<file path="src/rtl/mcpu_alu_pkg.sv">
// rtl/mcpu_alu_pkg.sv - opcodes, FSM states and index-width helper for the multi-precision ALU driver
package mcpu_alu_pkg;

  localparam int OP_AND = 0;
  localparam int OP_OR  = 1;
  localparam int OP_XOR = 2;
  localparam int OP_ADD = 3;

  // RUN is the one-cycle-per-word state; ISSUE/CAPTURE replace it when the ALU drive is registered
  typedef enum logic [2:0] {
    ST_IDLE    = 3'd0,
    ST_RUN     = 3'd1,
    ST_ISSUE   = 3'd2,
    ST_CAPTURE = 3'd3,
    ST_DONE    = 3'd4
  } state_e;

  function automatic int idx_width(input int nwords);
    return (nwords > 1) ? $clog2(nwords) : 1;
  endfunction

endpackage

</file>
<file path="src/rtl/mcpu_word_slice.sv">
// rtl/mcpu_word_slice.sv - selects word idx of both operands and writes a word idx into the result vector
module mcpu_word_slice #(
  parameter int WORD_SIZE = 8,
  parameter int NWORDS    = 4,
  parameter int IDXW      = 2
) (
  input  logic [WORD_SIZE*NWORDS-1:0] src_a,
  input  logic [WORD_SIZE*NWORDS-1:0] src_b,
  input  logic [IDXW-1:0]             idx,
  input  logic [WORD_SIZE*NWORDS-1:0] res_in,
  input  logic [WORD_SIZE-1:0]        res_word,
  output logic [WORD_SIZE-1:0]        word_a,
  output logic [WORD_SIZE-1:0]        word_b,
  output logic [WORD_SIZE*NWORDS-1:0] res_out
);

  always_comb begin
    word_a  = src_a[int'(idx)*WORD_SIZE +: WORD_SIZE];
    word_b  = src_b[int'(idx)*WORD_SIZE +: WORD_SIZE];
    res_out = res_in;
    res_out[int'(idx)*WORD_SIZE +: WORD_SIZE] = res_word;
  end

endmodule

</file>
<file path="src/rtl/mcpu_alu_mp_driver.sv">
// rtl/mcpu_alu_mp_driver.sv - slices an NWORDS-wide op into single-word ALU requests, LS word first
// ALU_REG_EN: register the ALU drive, two cycles (ISSUE, CAPTURE) per word.
module mcpu_alu_mp_driver #(
  parameter int CMD_SIZE  = 2,
  parameter int WORD_SIZE = 8,
  parameter int NWORDS    = 4
) (
  input  logic                        clk,
  input  logic                        reset,
  input  logic                        start,
  input  logic [CMD_SIZE-1:0]         opcode,
  input  logic [WORD_SIZE*NWORDS-1:0] a,
  input  logic [WORD_SIZE*NWORDS-1:0] b,
  output logic                        busy,
  output logic                        done,
  output logic [WORD_SIZE*NWORDS-1:0] result,
  output logic                        carry_out,
  output logic                        result_zero,
  output logic [CMD_SIZE-1:0]         alu_opcode,
  output logic [WORD_SIZE-1:0]        alu_r1,
  output logic [WORD_SIZE-1:0]        alu_r2,
  input  logic [2*WORD_SIZE-1:0]      alu_out,
  input  logic                        alu_overflow
);
  import mcpu_alu_pkg::*;

  localparam int W    = WORD_SIZE * NWORDS;
  localparam int IDXW = idx_width(NWORDS);
  localparam logic [IDXW-1:0] LAST_IDX = IDXW'(NWORDS - 1);
`ifdef ALU_REG_EN
  localparam state_e ST_WORD = ST_ISSUE;
`else
  localparam state_e ST_WORD = ST_RUN;
`endif

  state_e              state_q, state_d;
  logic [CMD_SIZE-1:0] op_q, op_d;
  logic [W-1:0]        a_q, a_d, b_q, b_d, result_q, result_d;
  logic [IDXW-1:0]     idx_q, idx_d;
  logic                carry_q, carry_d, carry_out_q, carry_out_d, zero_q, zero_d;
  logic [WORD_SIZE:0]  sum_w;
  logic [WORD_SIZE-1:0] cap_word, word_a, word_b;
  logic [W-1:0]        ins_out;
  logic                is_add;

  // Only the low WORD_SIZE+1 bits of alu_out carry information; ADD carry comes from bit WORD_SIZE
  logic unused_alu;
  assign unused_alu = &{1'b0, alu_overflow, alu_out[2*WORD_SIZE-1:WORD_SIZE+1]};

  mcpu_word_slice #(.WORD_SIZE(WORD_SIZE), .NWORDS(NWORDS), .IDXW(IDXW)) u_slice (
    .src_a(a_q), .src_b(b_q), .idx(idx_q), .res_in(result_q), .res_word(cap_word),
    .word_a(word_a), .word_b(word_b), .res_out(ins_out)
  );

  always_comb begin
    is_add   = (op_q == CMD_SIZE'(OP_ADD));
    sum_w    = alu_out[WORD_SIZE:0] + {{WORD_SIZE{1'b0}}, carry_q};
    cap_word = is_add ? sum_w[WORD_SIZE-1:0] : alu_out[WORD_SIZE-1:0];
    state_d     = state_q;
    op_d        = op_q;
    a_d         = a_q;
    b_d         = b_q;
    idx_d       = idx_q;
    carry_d     = carry_q;
    result_d    = result_q;
    carry_out_d = carry_out_q;
    zero_d      = zero_q;
    case (state_q)
      ST_IDLE: if (start) begin
        op_d    = opcode;
        a_d     = a;
        b_d     = b;
        idx_d   = '0;
        carry_d = 1'b0;
        state_d = ST_WORD;
      end
      ST_ISSUE: state_d = ST_CAPTURE;
      ST_RUN, ST_CAPTURE: begin
        result_d = ins_out;
        carry_d  = is_add & sum_w[WORD_SIZE];
        if (idx_q == LAST_IDX) begin
          carry_out_d = is_add & sum_w[WORD_SIZE];
          zero_d      = (ins_out == '0);
          state_d     = ST_DONE;
        end else begin
          idx_d   = idx_q + IDXW'(1);
          state_d = ST_WORD;
        end
      end
      ST_DONE: state_d = ST_IDLE;
      default: state_d = ST_IDLE;
    endcase
  end

  always_ff @(posedge clk) begin
    if (reset) begin
      state_q     <= ST_IDLE;
      op_q        <= '0;
      a_q         <= '0;
      b_q         <= '0;
      idx_q       <= '0;
      carry_q     <= 1'b0;
      result_q    <= '0;
      carry_out_q <= 1'b0;
      zero_q      <= 1'b1;
    end else begin
      state_q     <= state_d;
      op_q        <= op_d;
      a_q         <= a_d;
      b_q         <= b_d;
      idx_q       <= idx_d;
      carry_q     <= carry_d;
      result_q    <= result_d;
      carry_out_q <= carry_out_d;
      zero_q      <= zero_d;
    end
  end

`ifdef ALU_REG_EN
  logic [CMD_SIZE-1:0]  alu_op_q;
  logic [WORD_SIZE-1:0] alu_r1_q, alu_r2_q;

  always_ff @(posedge clk) begin
    if (reset) begin
      alu_op_q <= '0;
      alu_r1_q <= '0;
      alu_r2_q <= '0;
    end else if (state_q == ST_ISSUE) begin
      alu_op_q <= op_q;
      alu_r1_q <= word_a;
      alu_r2_q <= word_b;
    end
  end

  assign alu_opcode = alu_op_q;
  assign alu_r1     = alu_r1_q;
  assign alu_r2     = alu_r2_q;
`else
  // Latched operands and idx hold outside RUN, so the drive keeps its last value for free
  assign alu_opcode = op_q;
  assign alu_r1     = word_a;
  assign alu_r2     = word_b;
`endif

  assign busy        = (state_q == ST_RUN) || (state_q == ST_ISSUE) || (state_q == ST_CAPTURE);
  assign done        = (state_q == ST_DONE);
  assign result      = result_q;
  assign carry_out   = carry_out_q;
  assign result_zero = zero_q;

endmodule

</file>
<file path="config.mk">
export PLATFORM = sky130hd
export DESIGN_NAME = mcpu_alu_mp_driver
export DESIGN_NICKNAME = d
export VERILOG_FILES = /design/src/rtl/mcpu_alu_pkg.sv /design/src/rtl/mcpu_word_slice.sv /design/src/rtl/mcpu_alu_mp_driver.sv
export SDC_FILE = /design/constraint.sdc
export NUM_CORES = 1
export LEC_CHECK = 0
export ABC_CLOCK_PERIOD_IN_PS = 3500
export BUFFER_PORTS_ARGS = -buffer_cell sky130_fd_sc_hd__clkbuf_2
export CAP_MARGIN = 20
export CORE_MARGIN = 1.5
export CORE_UTILIZATION = 45
export DETAILED_ROUTE_END_ITERATION = 7
export GPL_TIMING_DRIVEN = 0
export PLACE_DENSITY = 0.71
export SLEW_MARGIN = 20
export SYNTH_ARGS = -nofsm -noshare
export SYNTH_HDL_FRONTEND = slang
export SYNTH_SLANG_ARGS = --single-unit
export TNS_END_PERCENT = 50
</file>
<file path="constraint.sdc">
create_clock -name clk -period 3.5 [get_ports clk]
set_input_delay 0.875 -clock clk [delete_from_list [all_inputs] [get_ports clk]]
set_output_delay 0.875 -clock clk [all_outputs]
set_load 0.02 [all_outputs]
</file>
==> results.yml <==
status:
  status: "finished clean"
pwr:
  p_clk_share_pct: 32.1
  power_density_mw_per_mm2: 433
  p_total_mw: 2.44
  seqPwrFrac_pct: 52.7
  pwr-share-comb_pct: 15.2
  switching_power_uw: 686
  ir_drop_mv: 0.240
  swShare_pct: 28.1
  p_int_mw: 1.75
  leakagePower_nw: 2.33
sta:
  finClkSkew_ns: 0.0204
  clock.fmax_mhz: 308
  hold_viol_final: 0
  finalSetupViolations: 0
  maxSlewViolCount: 0
  tns_ns: 0
  rsz0062_at_grt: "no"
  finalCriticalPeriod_ns: 3.25
  fin_crit_sh_pct: 92.8
  slew_headroom_pct: 45.2
  fin_ws_ns: 0.253
  tightest_slew_ns: 0.822
  fin_hold_ws_ns: 0.462
placement:
  place.gp.congestion: 0.872
  hpwl_microns: 9850
  numPortBuffers: 130
  dp_slack_ns: 0.124
  placed_cells: 802
  dpl_cell_area_sq_mm: 0.00544
cts:
  postCtsSetupBuffers: 0
  cts_buffers: 9
  cts_tree: "done"
  clkTransAtPathRegs_ns: 0.11
  worst_skew_pair.late_latency_ns: 0.38
  htreeDepth: 3
  cts-root-buf: "clkbuf_8"
  cts.sinks: 106
  clockBufferDepth: 2
floorplan:
  dieArea_sq_mm: 0.0109
  die_x_microns: 104
  initial_utilization_pct: 46.8
  row_count: 36
  io_pins: 140
  coreArea_sq_mm: 0.00986
  die_y_microns: 104
setup_path:
  ff2ff_path_depth: 10
  path_buf_inv: 3
  arrival_ns: 2.37
  end_kind: "output pin"
  path_cells: "buf_2 > clkbuf_1 > mux4_2 > clkbuf_2"
  crit_path_start_kind: "flop"
  ff2ff_setup_slack_ns: 0.32
  cpLargestDelayFamily: "buffers and inverters"
  reg2reg_from: "idx_q[1]"
  critPathRequiredTime_ns: 2.62
  cp_max_fo: 10
  crit_type: "flop to output pin"
  slowest_delay_ns: 0.64
  crit_slowest_cell: "clkbuf_1"
  r2r_end: "result[26]"
grt:
  grtUsageTotal_pct: 24.7
  grt-ovfl-total: 0
  grt_pass1_vias: 4461
  antenna_found_initial: 0
  grt_max_degree: 18
  grt_pass1_wl_microns: 21500
min_path:
  hold_depth: 2
  hold_class: "flop to flop"
  min_from: "b_q[21]"
  holdPathEnd: "b_q[21]"
logic_synthesis:
  yosys_warnings: 0
  netlist_area_sq_mm: 0.00462
  synthDistinctLibCells: 46
  yosysSeqAreaShare_pct: 45.9
  ys_async_sr_fraction_pct: 0
  synth-edff-count: 0
  synth_seq_cells: 106
  syn_nets: 633
  synth.avg_cell_area_sq_um: 8.57
  yosys_most_used_dff: "dfxtp_1"
  postSynthCellCount: 539
detailed_routing:
  drt_iter0_drc: 303
  viasPerCell: 5.48
  vias: 4485
  routed_wl_microns: 13300
  postRouteAntennaNets: 0
  drc_errors: 0
  wl_per_cell_microns: 16.3
  dr.pass1.iters: 5
final_layout:
  stdcell_count: 818
  n_antenna_cell: 0
  nNetsFinal: 774
  area_growth_syn_to_layout_pct: 22.1
  post-route-util_pct: 57.2
  final_cell_area_sq_mm: 0.00564
  drive_gt1_share_pct: 26.9
flow_run:
  drv_cap: 0
==> worst register-to-register path, delay by kind of cell (launching register included) <==
family	cells	cell delay [ns]
adders and majority gates	1	0.30
AOI/OAI and AO/OA	1	0.13
DFF	1	0.39
and+or+nand+nor	3	0.69
buffers and inverters	5	1.62
==> placed cells by master, fill, tap and decap left out, drive strengths merged, types with 2 or more instances in the layout <==
cell	synthesis	final
inv	4	5
nor2	48	48
dfxtp	106	106
o21ai	4	4
xnor2	4	4
nand3	5	5
nor4	7	7
nor3	6	6
nand4	3	3
ha	8	8
xor2	3	3
clkbuf	23	164
nand3b	2	2
o31ai	3	3
and2	3	3
a22oi	35	35
mux2	3	3
a21oi	76	76
nor4b	2	2
clkinv	0	3
buf	12	12
a2111oi	2	2
mux4	16	16
nand2	147	147
==> cell families after synthesis <==
| family | after synthesis | share of synthesized area, % |
|---|---|---|
| XOR/XNOR | 7 | 1.33 |
| adder cells (fa/ha/maj) | 8 | 2.17 |
| AND/OR/NAND/NOR | 231 | 21.2 |
| AO/OA/AOI/OAI | 129 | 17.3 |
| buffers and inverters | 39 | 3.49 |
| multiplexers | 19 | 8.61 |
| flip-flops | 106 | 45.9 |
==> registers in the layout (all words and copies together), names as in the netlist <==
signal,flops
result_zero,1
state_q,3
carry_out,1
idx_q,2
carry_q,1
a_q,32
alu_opcode,2
result,32
b_q,32
==> power by group through the flow <==
stage | clock, mW | sequential, mW | combinational, mW
3_5_place_dp | 0 | 1.31 | 0.366
4_1_cts | 0.784 | 1.29 | 0.367
3_3_place_gp | 0 | 1.31 | 0.358
2_1_floorplan | 0 | 1.31 | 0.226
5_1_grt | 0.839 | 1.29 | 0.407
6_report | 0.783 | 1.29 | 0.371
==> what timing repair did <==
item	CTS	global route
hold buffers	0	0
gates resized for setup	0	2
setup endpoints to repair	0	19
==> cell usage after synthesis, drive strengths merged, types with 2 or more instances <==
cell / instances / area, sq um
a2111oi: 2 / 36.3
a21oi: 76 / 380
a22oi: 35 / 263
and2: 3 / 18.8
buf: 12 / 60.1
clkbuf: 23 / 86.3
dfxtp: 106 / 2120
ha: 8 / 100
inv: 4 / 15.0
mux2: 3 / 37.5
mux4: 16 / 360
nand2: 147 / 554
nand3: 5 / 25.0
nand3b: 2 / 15.0
nand4: 3 / 18.8
nor2: 48 / 180
nor3: 6 / 35.0
nor4: 7 / 43.8
nor4b: 2 / 23.8
o21ai: 4 / 20.0
o31ai: 3 / 27.5
xnor2: 4 / 35.0
xor2: 3 / 26.3
==> routing by layer <==
layer  wire, microns  part of all wire [%]  global-route usage, %
met2            6430                    48                   40.6
met1            5730                    43                   31.6
met5               0                     0                      0
met3             840                   6.3                   4.39
met4             309                   2.3                   11.1
==> worst max-delay path by stage <==
stage	startpoint	end	cells after the start
floorplan	idx_q[1]	result_zero	11
global placement	idx_q[1]	result[30]	10
detailed placement	idx_q[1]	result[30]	10
CTS	idx_q[1]	alu_r1[1]	4
global route	idx_q[0]	alu_r1[7]	4
finish	idx_q[0]	alu_r1[6]	4
==> cell type report <==
| cell class | instances | area [sq um] |
|---|---|---|
| Sequential cell | 106 | 2120 |
| Timing Repair Buffer | 130 | 651 |
| Clock inverter | 5 | 61.3 |
| Multi-Input combinational cell | 394 | 2340 |
| Tap cell | 133 | 166 |
| Buffer | 35 | 148 |
| Fill cell | 910 | 4220 |
| Clock buffer | 11 | 141 |
| Inverter | 4 | 15.0 |
Note: power is estimated with default switching activity, not from simulation.
